--- config.mk ---
export PLATFORM = sky130hd
export DESIGN_NAME = regfile_wb_queue
export DESIGN_NICKNAME = d
export VERILOG_FILES = /design/src/rtl/regfile_wb_queue.sv
export SDC_FILE = /design/constraint.sdc
export NUM_CORES = 1
export LEC_CHECK = 0
export CAP_MARGIN = 20
export CORE_MARGIN = 5
export CORE_UTILIZATION = 35
export DETAILED_ROUTE_END_ITERATION = 10
export PLACE_DENSITY = 0.62
export SLEW_MARGIN = 15
export SYNTH_ARGS = -nofsm -noshare
export SYNTH_HDL_FRONTEND = slang
export SYNTH_SLANG_ARGS = --single-unit
--- constraint.sdc ---
create_clock -name clk -period 5.3 [get_ports clk]
set_input_delay 1.06 -clock clk [delete_from_list [all_inputs] [get_ports clk]]
set_output_delay 1.06 -clock clk [all_outputs]
set_load 0.005 [all_outputs]
--- src/rtl/regfile_wb_queue.sv ---
// Write-back FIFO in front of the register file write port.
// Optional read-hazard lookup is built when WB_HAZARD_EN is defined.
module regfile_wb_queue #(
   parameter int DEPTH = 4,
   parameter int CW    = 3
) (
   input  logic          clk,
   input  logic          Reset,
   input  logic          Flush,
   input  logic          Hold,
   input  logic          In_Valid,
   output logic          In_Ready,
   input  logic [4:0]    In_Addr,
   input  logic [31:0]   In_Data,
   output logic [4:0]    W_Addr,
   output logic [31:0]   W_Data,
   output logic          Write_Reg,
   output logic [CW-1:0] Count,
   input  logic [4:0]    R_Addr_A,
   input  logic [4:0]    R_Addr_B,
   output logic          Pending_A,
   output logic          Pending_B
);

   localparam int PW = (DEPTH > 1) ? $clog2(DEPTH) : 1;

   logic [4:0]    addr_q [DEPTH];
   logic [31:0]   data_q [DEPTH];
   logic [PW-1:0] rd_ptr;
   logic [PW-1:0] wr_ptr;
   logic [CW-1:0] count;
   logic          push;
   logic          pop;

   assign Count     = count;
   assign In_Ready  = (count != CW'(DEPTH));
   assign Write_Reg = (count != '0) && !Hold;
   assign push      = In_Valid && In_Ready;
   assign pop       = Write_Reg;

   assign W_Addr = Write_Reg ? addr_q[rd_ptr] : 5'd0;
   assign W_Data = Write_Reg ? data_q[rd_ptr] : 32'd0;

   always_ff @(posedge clk) begin
      if (Reset || Flush) begin
         rd_ptr <= '0;
         wr_ptr <= '0;
         count  <= '0;
      end else begin
         if (push)
            wr_ptr <= wr_ptr + PW'(1);
         if (pop)
            rd_ptr <= rd_ptr + PW'(1);
         if (push && !pop)
            count <= count + CW'(1);
         else if (pop && !push)
            count <= count - CW'(1);
      end
   end

   // Payload storage needs no reset; occupancy gates every use.
   always_ff @(posedge clk) begin
      if (push) begin
         addr_q[wr_ptr] <= In_Addr;
         data_q[wr_ptr] <= In_Data;
      end
   end

`ifdef WB_HAZARD_EN
   logic [PW-1:0] slot;

   always_comb begin
      Pending_A = 1'b0;
      Pending_B = 1'b0;
      slot      = '0;
      for (int k = 0; k < DEPTH; k++) begin
         slot = rd_ptr + PW'(k);
         if (CW'(k) < count) begin
            if (addr_q[slot] == R_Addr_A)
               Pending_A = 1'b1;
            if (addr_q[slot] == R_Addr_B)
               Pending_B = 1'b1;
         end
      end
   end
`else
   logic unused_raddr;

   assign unused_raddr = ^{R_Addr_A, R_Addr_B};
   assign Pending_A    = 1'b0;
   assign Pending_B    = 1'b0;
`endif

endmodule

==> results.md, run 1 <==
- The placed instances occupy a cell area of 7160 µm².
- The width of the die is 143 µm.
- Buffers placed on the I/O ports in this run total 83.
- The clock drives 157 sinks.
- After synthesis the cells add up to 6150 µm².
- The critical path capture point type is a primary output.
- The prevailing post-synth register cell is edfxtp_1.
- The worst-case clock buffer depth is 2.
- The placer congestion estimate is 0.687.
- In the synthesized netlist, the cells that appear most often are 148 x edfxtp_1, 37 x and2_1, 30 x mux4_2.
- The region available for standard cell placement spans 17,300 µm².
- The path type of the worst min-delay path is reg -> reg.
- The final clock skew is 6.99 ps.
- Of all nets on the critical path, the largest fanout is 22.
- The final wirelength is 11,500 µm.
- In the global route stage, overall resource usage came out at 11.9%.
- The placed cell count is 583.
- The number of inserted filler cells in the final layout is 1,515.
- After the last flow step, the layout net total stands at 436.
- The number of antenna violations at the first check in global routing came to 0.
- Buffers inserted during clock tree synthesis total 17.
- The die is 143 µm tall.
- The biggest area contributor in the post-synthesis netlist is edfxtp_1.
- The worst path needs 4250 ps of the cycle, external delays included.
- Entering global routing, the biggest net connects 38 pins.
- The met2 wire length is 6130 µm.
- In this run the post-CTS setup repair buffer count came out at 0.
- The number of hold-slack violations in the final timing report is 0.
- The total inserted antenna cells is 0.
- The number of different library cells in the post-synthesis netlist is 32.
- The master cell of the clock root buffer is clkbuf_16.
- The worst-case headroom to the max-slew limit is 28.0%.
- The worst setup path is of the in -> out kind.
- The floorplan step defined a die boundary enclosing 20,300 µm².
- The via count of the first global-routing pass is 3,183.
- The area growth from synthesis to layout is 26.3%.
- The starting utilization of the core area is 35.5%.
- The post-synthesis async set-or-reset flop share is 0%.
- The via density per instance is 4.77.
- TritonCTS built the clock tree.
- After legalization and detailed placement, the total HPWL measured 6410 µm.
- Row generation in the floorplan step produced 48 rows.
- The cts-stage hold buffer count is 0.
- The wire length of the first global-routing pass is 17,800 µm.
- The post-layout instance area is 7760 µm².
- Detailed routing inserted a total of 2,938 vias.
- The total leakage power is 0.00250 µW.
- The startpoint type of the worst setup path is a primary input.
- The Yosys step of the flow raised 0 warnings.
- Power spread over the standard cell area amounts to 368 nW/µm².
- The mean post-synth cell area is 21.3 µm².
- Across the run, the number of max-cap violations was 0.
- The first TritonRoute pass finished after 4 iterations.
- The most used standard cell by instance count after synthesis is edfxtp_1.
- At the later pin of the worst-skew pair, clock insertion delay measures 420 ps.
- Setup repair after global routing left no endpoint under its margin.
- Setup violations remaining at the end of the flow were counted as 0.
- The share of the synthesized area in the top cell type is 72.3%.
- Counting flops and latches in the post-synthesis netlist gives 157.
- The highest attainable clock frequency is 0.236 GHz.
- Sorting the synthesized cells by area gives the leading types as edfxtp_1 72%, mux4_2 11%, and2_1 3.8%.
- Gates resized during post-CTS repair numbered 0.
- The post-detailed-route DRC marker count is 0.
- Of the available clock period, the critical path in the final layout requires 80.1%.
- The data arrival at the endpoint of the critical path is 3190 ps.
- Of the synthesized area, sequential elements account for 75.2%.
- The clock-pin slew on the worst setup and hold paths is 60 ps.
- The routed metal-1 wire length is 4610 µm.
- The final number of max-transition violations is 0.
- After the flow finishes, the layout carries non-filler instances totaling 616.
- On the final layout, the worst hold slack is 482 ps.
- The share of the core filled with cells in the final layout is 44.9%.
- The maximum VDD drop is 0.000237 V.
- Dividing the detail-routed wire length by the instance count gives 18.6 µm.
- After detailed routing, the met3 layer carries 538 µm of wire.
- The total congestion overflow is 0.
- In this run, synthesis inferred 148 flip-flops with an integrated enable.
- The number of antenna-violating nets in the routed design is 0.
- The number of standard cells after synthesis is 289.
- For the pin with the worst max-slew slack, the measured transition is 1080 ps.
- CTS built an H-tree with a depth of 4.
- The sum of negative setup slack is 0 ps.
- The required arrival time at the worst endpoint is 4240 ps.
- The number of DRC violations after detailed-routing iteration 0 is 103.
- 96 I/O pins were placed.
- Of the cells placed in the final design, the portion with a size suffix greater than 1 is 18.7%.
- The flow ran to the end, and the final reports show no timing, DRC or antenna violations.
- The highest layer touched by signal routing is met4.
[cell families after synthesis]
group	after synthesis	share of synthesized area, %
other cells	1	0.0610
mux	38	14.1
simple gates	57	5.68
buf+inv	20	2.50
fa+ha+maj	6	1.34
compound gates	8	0.773
xor+xnor	2	0.285
flops	157	75.2
[layout by cell type (no fill, tap or decap), types with 2 or more instances in the layout]
| cell | netlist | layout |
|---|---|---|
| inv_6 | 0 | 5 |
| o21ai_0 | 5 | 5 |
| nand2_1 | 2 | 2 |
| ha_1 | 5 | 5 |
| clkbuf_16 | 0 | 17 |
| and2_1 | 37 | 37 |
| mux4_2 | 30 | 30 |
| and3_2 | 0 | 4 |
| a21oi_1 | 2 | 2 |
| clkinv_4 | 0 | 4 |
| xor2_1 | 2 | 2 |
| buf_12 | 3 | 2 |
| edfxtp_1 | 148 | 148 |
| clkdlybuf4s50_1 | 0 | 83 |
| bufinv_16 | 0 | 2 |
| nor2_1 | 3 | 3 |
| or3_1 | 2 | 2 |
| nand4_1 | 2 | 2 |
| clkinv_2 | 0 | 3 |
| dfxtp_1 | 9 | 7 |
| conb_1 | 1 | 2 |
| mux4_1 | 7 | 7 |
| inv_1 | 4 | 4 |
[flip-flops by register name (all words and copies together), names as in the netlist, named ones only]
register,flops
rd_ptr,2
wr_ptr,2
Count,3
addr_q,20
data_q,128
[where the power goes]
group	switching (µW)	leakage (µW)	internal (µW)	total, µW
Sequential	20.9	0.00143	1400	1420
Clock	490	0.000289	700	1190
Combinational	98.3	0.000783	143	241
Total	610	0.00250	2250	2850
[routing by layer]
metal  vias up  track usage [%]
met5         -                0
li1       1344                -
met4         0             5.10
met2        74             20.3
met1      1509             13.9
met3        11             3.86
[cell type report]
cell class | count | area [µm²] | area share (%)
inverter | 4 | 15.0 | 0.193
sequential | 157 | 4630 | 59.6
tap | 225 | 282 | 3.63
clock inverter | 15 | 161 | 2.08
timing repair buffer | 85 | 871 | 11.2
multi-input combinational | 113 | 1380 | 17.8
clock buffer | 17 | 425 | 5.48
[worst max-delay path: stages]
cell and delay [ps]:
clkdlybuf4s50_1 430, or2_1 270, inv_1 490, buf_12 240
and2_1 170, clkdlybuf4s50_1 510
[worst paths after layout]
check,from,to,slack (ps),cells after the start
max,Hold,W_Data[1],1050,6
min reg2reg,rd_ptr[0],flop,480,2
max reg2reg,Count[0],Count[2],3020,8
min,rd_ptr[0],flop,480,2
[stage by stage]
stage,total power (µW),setup WS [ps]
after CTS,2890,946
final,2850,1050
after global placement,1690,933
after detailed placement,1700,952
after global routing,2970,924
after floorplan,1560,2510
Note: power is estimated with default switching activity, not from simulation.
==> run 2, diff against run 1 <==
clock period = 3.99 ns   (was 5.3 ns; I/O delays follow)
==> results.md, run 2 (synthesis gave the netlist of run 1 again) <==
- The clock insertion delay at the later pin of the skew report is 420 ps.
- The post-route netlist has 19.6% of its cells at a drive strength greater than 1.
- The final number of max-transition violations is 0.
- The number of hold-slack violations in the final timing report is 0.
- Setup repair after global routing left no endpoint under its margin.
- Excluding fillers, the count of instances in the completed layout stands at 623.
- The via count of the first global-routing pass is 3,348.
- Compared with the post-synthesis result, the final layout area differs by 26.5%.
- Once detail routing completed, the nets flagged for antenna violations numbered 0.
- The floorplan has 48 rows.
- The total of max-cap violations is 0.
- The total congestion overflow is 0.
- The final route contains 2,999 vias.
- In this run the post-CTS setup repair buffer count came out at 0.
- The count of nets after finishing is 443.
- The final wirelength is 11,300 µm.
- The startpoint type of the worst setup path is a flop.
- The number of DRC violations after detailed-routing iteration 0 is 165.
- The library cell used most frequently in the layout, excluding fill and tap cells, is edfxtp_1.
- The clock drives 157 sinks.
- CTS built an H-tree with a depth of 4.
- The die is 143 µm tall.
- Setup violations remaining at the end of the flow were counted as 0.
- The final clock skew is 9.88 ps.
- The sum of negative setup slack is 0 ps.
- The pre-antenna-repair detailed-routing pass consisted of 4 iterations.
- The met3 usage is 3.29%.
- For this run, design rule violations remaining after detail routing come to 0.
- The die area is 20,300 µm².
- The highest attainable clock frequency is 0.299 GHz.
- The number of inserted filler cells in the final layout is 1,480.
- The worst-case clock buffer depth is 2.
- The cell area power density is 480 nW/µm².
- IR analysis of the VDD net gives a maximum drop of 0.000278 V.
- The maximum fanout along the worst path is 24.
- TritonCTS built the clock tree.
- In the layout the commonest cells are 148 x edfxtp_1, 83 x clkdlybuf4s50_1, 37 x and2_1, 30 x mux4_2, 17 x clkbuf_16.
- The wire length of the first global-routing pass is 18,000 µm.
- After clock tree synthesis, the clock-pin slew on the worst setup and hold paths is 60 ps.
- The starting utilization of the core area is 35.5%.
- At the end of routability-driven placement, the weighted congestion stood at 0.714.
- Global routing consumed, on the met1 layer, 14.6% of the routing resources.
- The placed cell count is 591.
- The path type of the worst min-delay path is reg -> reg.
- The ratio of final minimum period to clock period is 83.8%.
- The number of clock buffers added by TritonCTS is 17.
- Buffers placed on the I/O ports in this run total 83.
- In this run the static leakage power is 0.00252 µW.
- The placeable core region is 17,300 µm².
- The cell sitting at the root of the clock tree is a clkbuf_16.
- After global routing, the most crowded layer is met2.
- The number of top-level pins is 96.
- The data arrival at the endpoint of the critical path is 2550 ps.
- The cts-stage hold buffer count is 0.
- By startpoint and endpoint, the worst setup path is classified as reg -> out.
- The number of antenna violations at the first check in global routing is 0.
- Entering global routing, the biggest net connects 41 pins.
- From left edge to right edge, the die measures 143 µm.
- The required arrival time at the worst endpoint is 3190 ps.
- The post-cts repair resize count is 0.
- The flip-flop count of the largest register after layout is 128.
- The critical path capture point type is a primary output.
- Using the TritonRoute via totals, the vias-per-cell ratio works out to 4.81.
- The flow ran to the end, and the final reports show no timing, DRC or antenna violations.
- The met2 track utilization from global routing is 19.9%.
- The minimum period implied by the final worst setup slack is 3340 ps.
- After detailed routing, the average wire length per cell comes to 18.2 µm.
- After legalization and detailed placement, the total HPWL measured 7110 µm.
- The total routing usage reported by global routing is 11.9%.
- The register ranked first by flip-flop count is data_q.
- 0 antenna diodes ended up in the layout.
==> run 2: cell types whose count changed in the layout (fill, tap and decap cells not counted) <==
cell / before / now
buf_4: 0 / 8
clkinv_2: 3 / 0
clkinv_1: 0 / 2
clkinvlp_4: 1 / 3
buf_12: 2 / 1
bufinv_16: 2 / 1
==> run 2: final timing paths <==
check | start | end | slack [ps] | cells after the start
min reg2reg | rd_ptr[0] | flop | 490 | 2
min | rd_ptr[0] | flop | 490 | 2
max reg2reg | Count[0] | Count[2] | 1700 | 8
max | flop | W_Data[28] | 650 | 4
==> run 2: stage by stage <==
| step | setup WS, ps | util (%) | power, µW | cell area, µm² | hold WS, ps |
|---|---|---|---|---|---|
| 2_1_floorplan | 1730 | - | 2080 | 6150 | 457 |
| 3_3_place_gp | 657 | 41.7 | 2240 | 7220 | 464 |
| 3_5_place_dp | 662 | 41.7 | 2250 | 7220 | 479 |
| 4_1_cts | 562 | 45.0 | 3780 | 7780 | 497 |
| 5_1_grt | 473 | 45.0 | 3880 | 7780 | 535 |
| 6_report | 646 | 45.0 | 3730 | 7780 | 493 |
==> run 2: worst max-delay path, stage by stage (launching register included) <==
cell	delay, ps
dfxtp_4	660
buf_4	300
mux4_2	520
and2_1	180
clkdlybuf4s50_1	450
==> run 2: where the power goes <==
group | switching [µW] | total [µW] | internal (µW) | leakage [µW]
clock | 656 | 1520 | 866 | 0.000266
combinational | 134 | 323 | 189 | 0.000817
sequential | 23.2 | 1890 | 1860 | 0.00143
total | 813 | 3730 | 2920 | 0.00252
==> run 2: per-layer routing <==
metal | wire [µm] | part of all wire (%)
met5 | 0 | 0
met4 | 221 | 2.0
met3 | 495 | 4.4
met2 | 5790 | 51
met1 | 4830 | 43
==> run 2: area by class of cell <==
class	instances	area [µm²]	share of cell area [%]
flip-flops and latches	157	4630	59.5
clock buffers	17	425	5.47
well taps	225	282	3.62
repair buffers	92	911	11.7
multi-input cells	113	1380	17.7
clock inverters	15	139	1.79
inverters	4	15.0	0.193
==> run 3, diff against run 2 <==
clock period = 3.1 ns   (was 3.99 ns; I/O delays follow)
==> results.md, run 3 (synthesis gave the netlist of run 1 again) <==
- The total congestion overflow is 0.
- TritonCTS built the clock tree.
- The path type of the worst min-delay path is reg -> reg.
- The data arrival at the endpoint of the critical path is 2330 ps.
- The via density per instance is 4.73.
- Measured along the x axis, the die boundary spans 143 µm.
- The startpoint identified for the worst register-to-register timing path is Count[0].
- The flow ran to the end, and the final reports show no timing, DRC or antenna violations.
- The pin count of the biggest net entering global routing is 38.
- The ratio of final minimum period to clock period is 95.3%.
- The worst-case clock buffer depth is 2.
- The clock net in this run drives a total of 157 sinks.
- The number of rows created at floorplan is 48.
- The via count of the first global-routing pass is 3,173.
- TritonCTS created 17 clock buffers.
- The kind of cell with the highest combined delay along the critical path is buffers and inverters.
- The register with the most flip-flops in the layout has 128 of them.
- The placeable core region is 17,300 µm².
- The routed design could run at a clock period as short as 2950 ps.
- The master cell of the clock root buffer is clkbuf_16.
- The sum of negative setup slack is 0 ps.
- The total of max-cap violations is 0.
- The placer congestion estimate is 0.690.
- In this run the power density over the cells is 612 nW/µm².
- The area growth from synthesis to layout is 29.2%.
- The number of inserted filler cells in the final layout is 1,504.
- The multi-input combinational cells in the finished layout cover a total of 1380 µm².
- The cell depth of the worst min-delay path is 2.
- The final layout contains routed wiring with a total length of 11,400 µm.
- In this run the critical register-to-register path is captured at Count[2].
- On the critical path, the stage with the largest delay is an instance of clkdlybuf4s50_1.
- The chip height is 143 µm.
- The count of nets left with antenna violations once routing finished came out at 0.
- The combined flip-flop and latch cell area is 4630 µm².
- The total leakage power is 0.00259 µW.
- The final number of max-transition violations is 0.
- The critical path's most frequent cell is clkdlybuf4s50_1.
- The number of DRC violations after detailed-routing iteration 0 is 166.
- The startpoint type of the worst setup path is a primary input.
- In this run the tool buffered the top-level ports with 83 buffer cells.
- 96 I/O pins were placed.
- The number of hold-slack violations in the final timing report is 0.
- After clock tree synthesis, the repair step resized 0 gates.
- STA classifies the critical path endpoint as a primary output.
- The share of the core filled with cells in the final layout is 45.9%.
- On the final layout, the worst hold slack is 481 ps.
- In this run the most critical hold path is launched from rd_ptr[1].
- The clock-pin slew on the worst setup and hold paths is 60 ps.
- The logic depth of the worst register-to-register path is 8.
- The number of antenna violations at the first check in global routing was 0.
- In the layout the commonest cells are 148 x edfxtp_1, 83 x clkdlybuf4s50_1, 37 x and2_1, 30 x mux4_2, 17 x clkbuf_16.
- The sum of buffers and inverters on the critical path is 4.
- On the final layout, the worst clock skew is 7.96 ps.
- The floorplan step defined a die boundary enclosing 20,300 µm².
- IR analysis of the VDD net gives a maximum drop of 0.000334 V.
- The total inserted antenna cells is 0.
- The total routing usage reported by global routing is 11.9%.
- The library cell used most frequently in the layout, excluding fill and tap cells, is edfxtp_1.
- The setup check on the worst reg-to-reg path leaves a slack of 880 ps.
- Walking the worst path, the cells encountered are clkdlybuf4s50_1 -> or2_1 -> inv_1 -> buf_12 -> and2_1 -> clkdlybuf4s50_1.
- Based on the critical path, the design can be clocked at up to 0.338 GHz.
- The required arrival time at the worst endpoint is 2480 ps.
- Dividing the detail-routed wire length by the instance count gives 18.1 µm.
- The post-DP HPWL is 6600 µm.
- The startpoint-to-endpoint class of the critical path is in -> out.
- The final route contains 2,977 vias.
- The post-detailed-route DRC marker count is 0.
- The count of nets after finishing is 452.
- Setup repair after global routing left no endpoint under its margin.
- The starting utilization of the core area is 35.5%.
- The total number of H-tree levels is 4.
- The clock reaches the later pin of the worst-skew pair after 420 ps.
- The register ranked first by flip-flop count is data_q.
- The share of final-layout standard cells stronger than drive strength 1 is 20.3%.
- The first detailed-routing pass ran for 4 iterations.
- The final setup violation count is 0.
- The largest single stage delay on the critical path is 500 ps.
- The maximum fanout along the worst path is 21.
- The first global-routing pass estimated 17,800 µm of wire.
-- run 3: changes by cell type in the layout (fill, tap and decap cells not counted) --
cell | before | now
buf_12 | 1 | 9
buf_4 | 8 | 9
bufinv_16 | 1 | 3
clkinvlp_4 | 3 | 1
clkinv_4 | 4 | 0
clkbuf_1 | 0 | 2
inv_6 | 5 | 0
clkinv_2 | 0 | 4
-- run 3: area by class of cell --
| type | count | area share [%] |
|---|---|---|
| Clock inverter | 10 | 1.58 |
| Inverter | 4 | 0.189 |
| Sequential cell | 157 | 58.3 |
| Timing Repair Buffer | 101 | 13.6 |
| Clock buffer | 19 | 5.45 |
| Multi-Input combinational cell | 113 | 17.4 |
| Tap cell | 225 | 3.54 |
-- run 3: worst max path at each step --
stage / from / end / slack (ps) / cells after the start
3_5_place_dp: Hold / W_Addr[0] / 110 / 6
5_1_grt: Hold / W_Data[0] / 40 / 6
2_1_floorplan: Count[0] / Count[2] / 1060 / 9
4_1_cts: flop / W_Data[11] / 3 / 4
6_report: Hold / W_Data[0] / 150 / 6
3_3_place_gp: Hold / W_Addr[0] / 120 / 6
-- run 3: timing repair --
item,4_1_cts,5_1_grt
setup endpoints to repair,0,14
setup buffers,0,9
hold buffers,0,0
-- run 3: metal layers --
metal | share of wire [%] | vias up | global-route usage (%)
met5 | 0 | - | 0
met3 | 5.5 | 14 | 3.73
met4 | 1.6 | 0 | 4.95
met1 | 41 | 1533 | 13.8
li1 | - | 1361 | -
met2 | 52 | 69 | 20.6
-- run 3: metrics by stage --
| step | power [µW] | instance area [µm²] | worst slack (ps) | std cells |
|---|---|---|---|---|
| floorplan | 2670 | 6150 | 1060 | 290 |
| global placement | 2910 | 7320 | 116 | 591 |
| detailed placement | 2920 | 7320 | 108 | 591 |
| CTS | 4910 | 7870 | 2.93 | 620 |
| global route | 5050 | 7940 | 35.9 | 629 |
| finish | 4860 | 7940 | 145 | 629 |
-- run 3: report_power, final --
| group | switching (µW) | leakage [µW] | internal (µW) | total (µW) |
|---|---|---|---|---|
| combinational | 183 | 0.000889 | 268 | 451 |
| clock | 749 | 0.000273 | 1240 | 1990 |
| sequential | 23.5 | 0.00143 | 2400 | 2420 |
-- run 3: tightest hold or removal path, stage by stage (launching register included) --
cell and delay (ps):
dfxtp_1 300, o21ai_0 60, a21oi_1 70
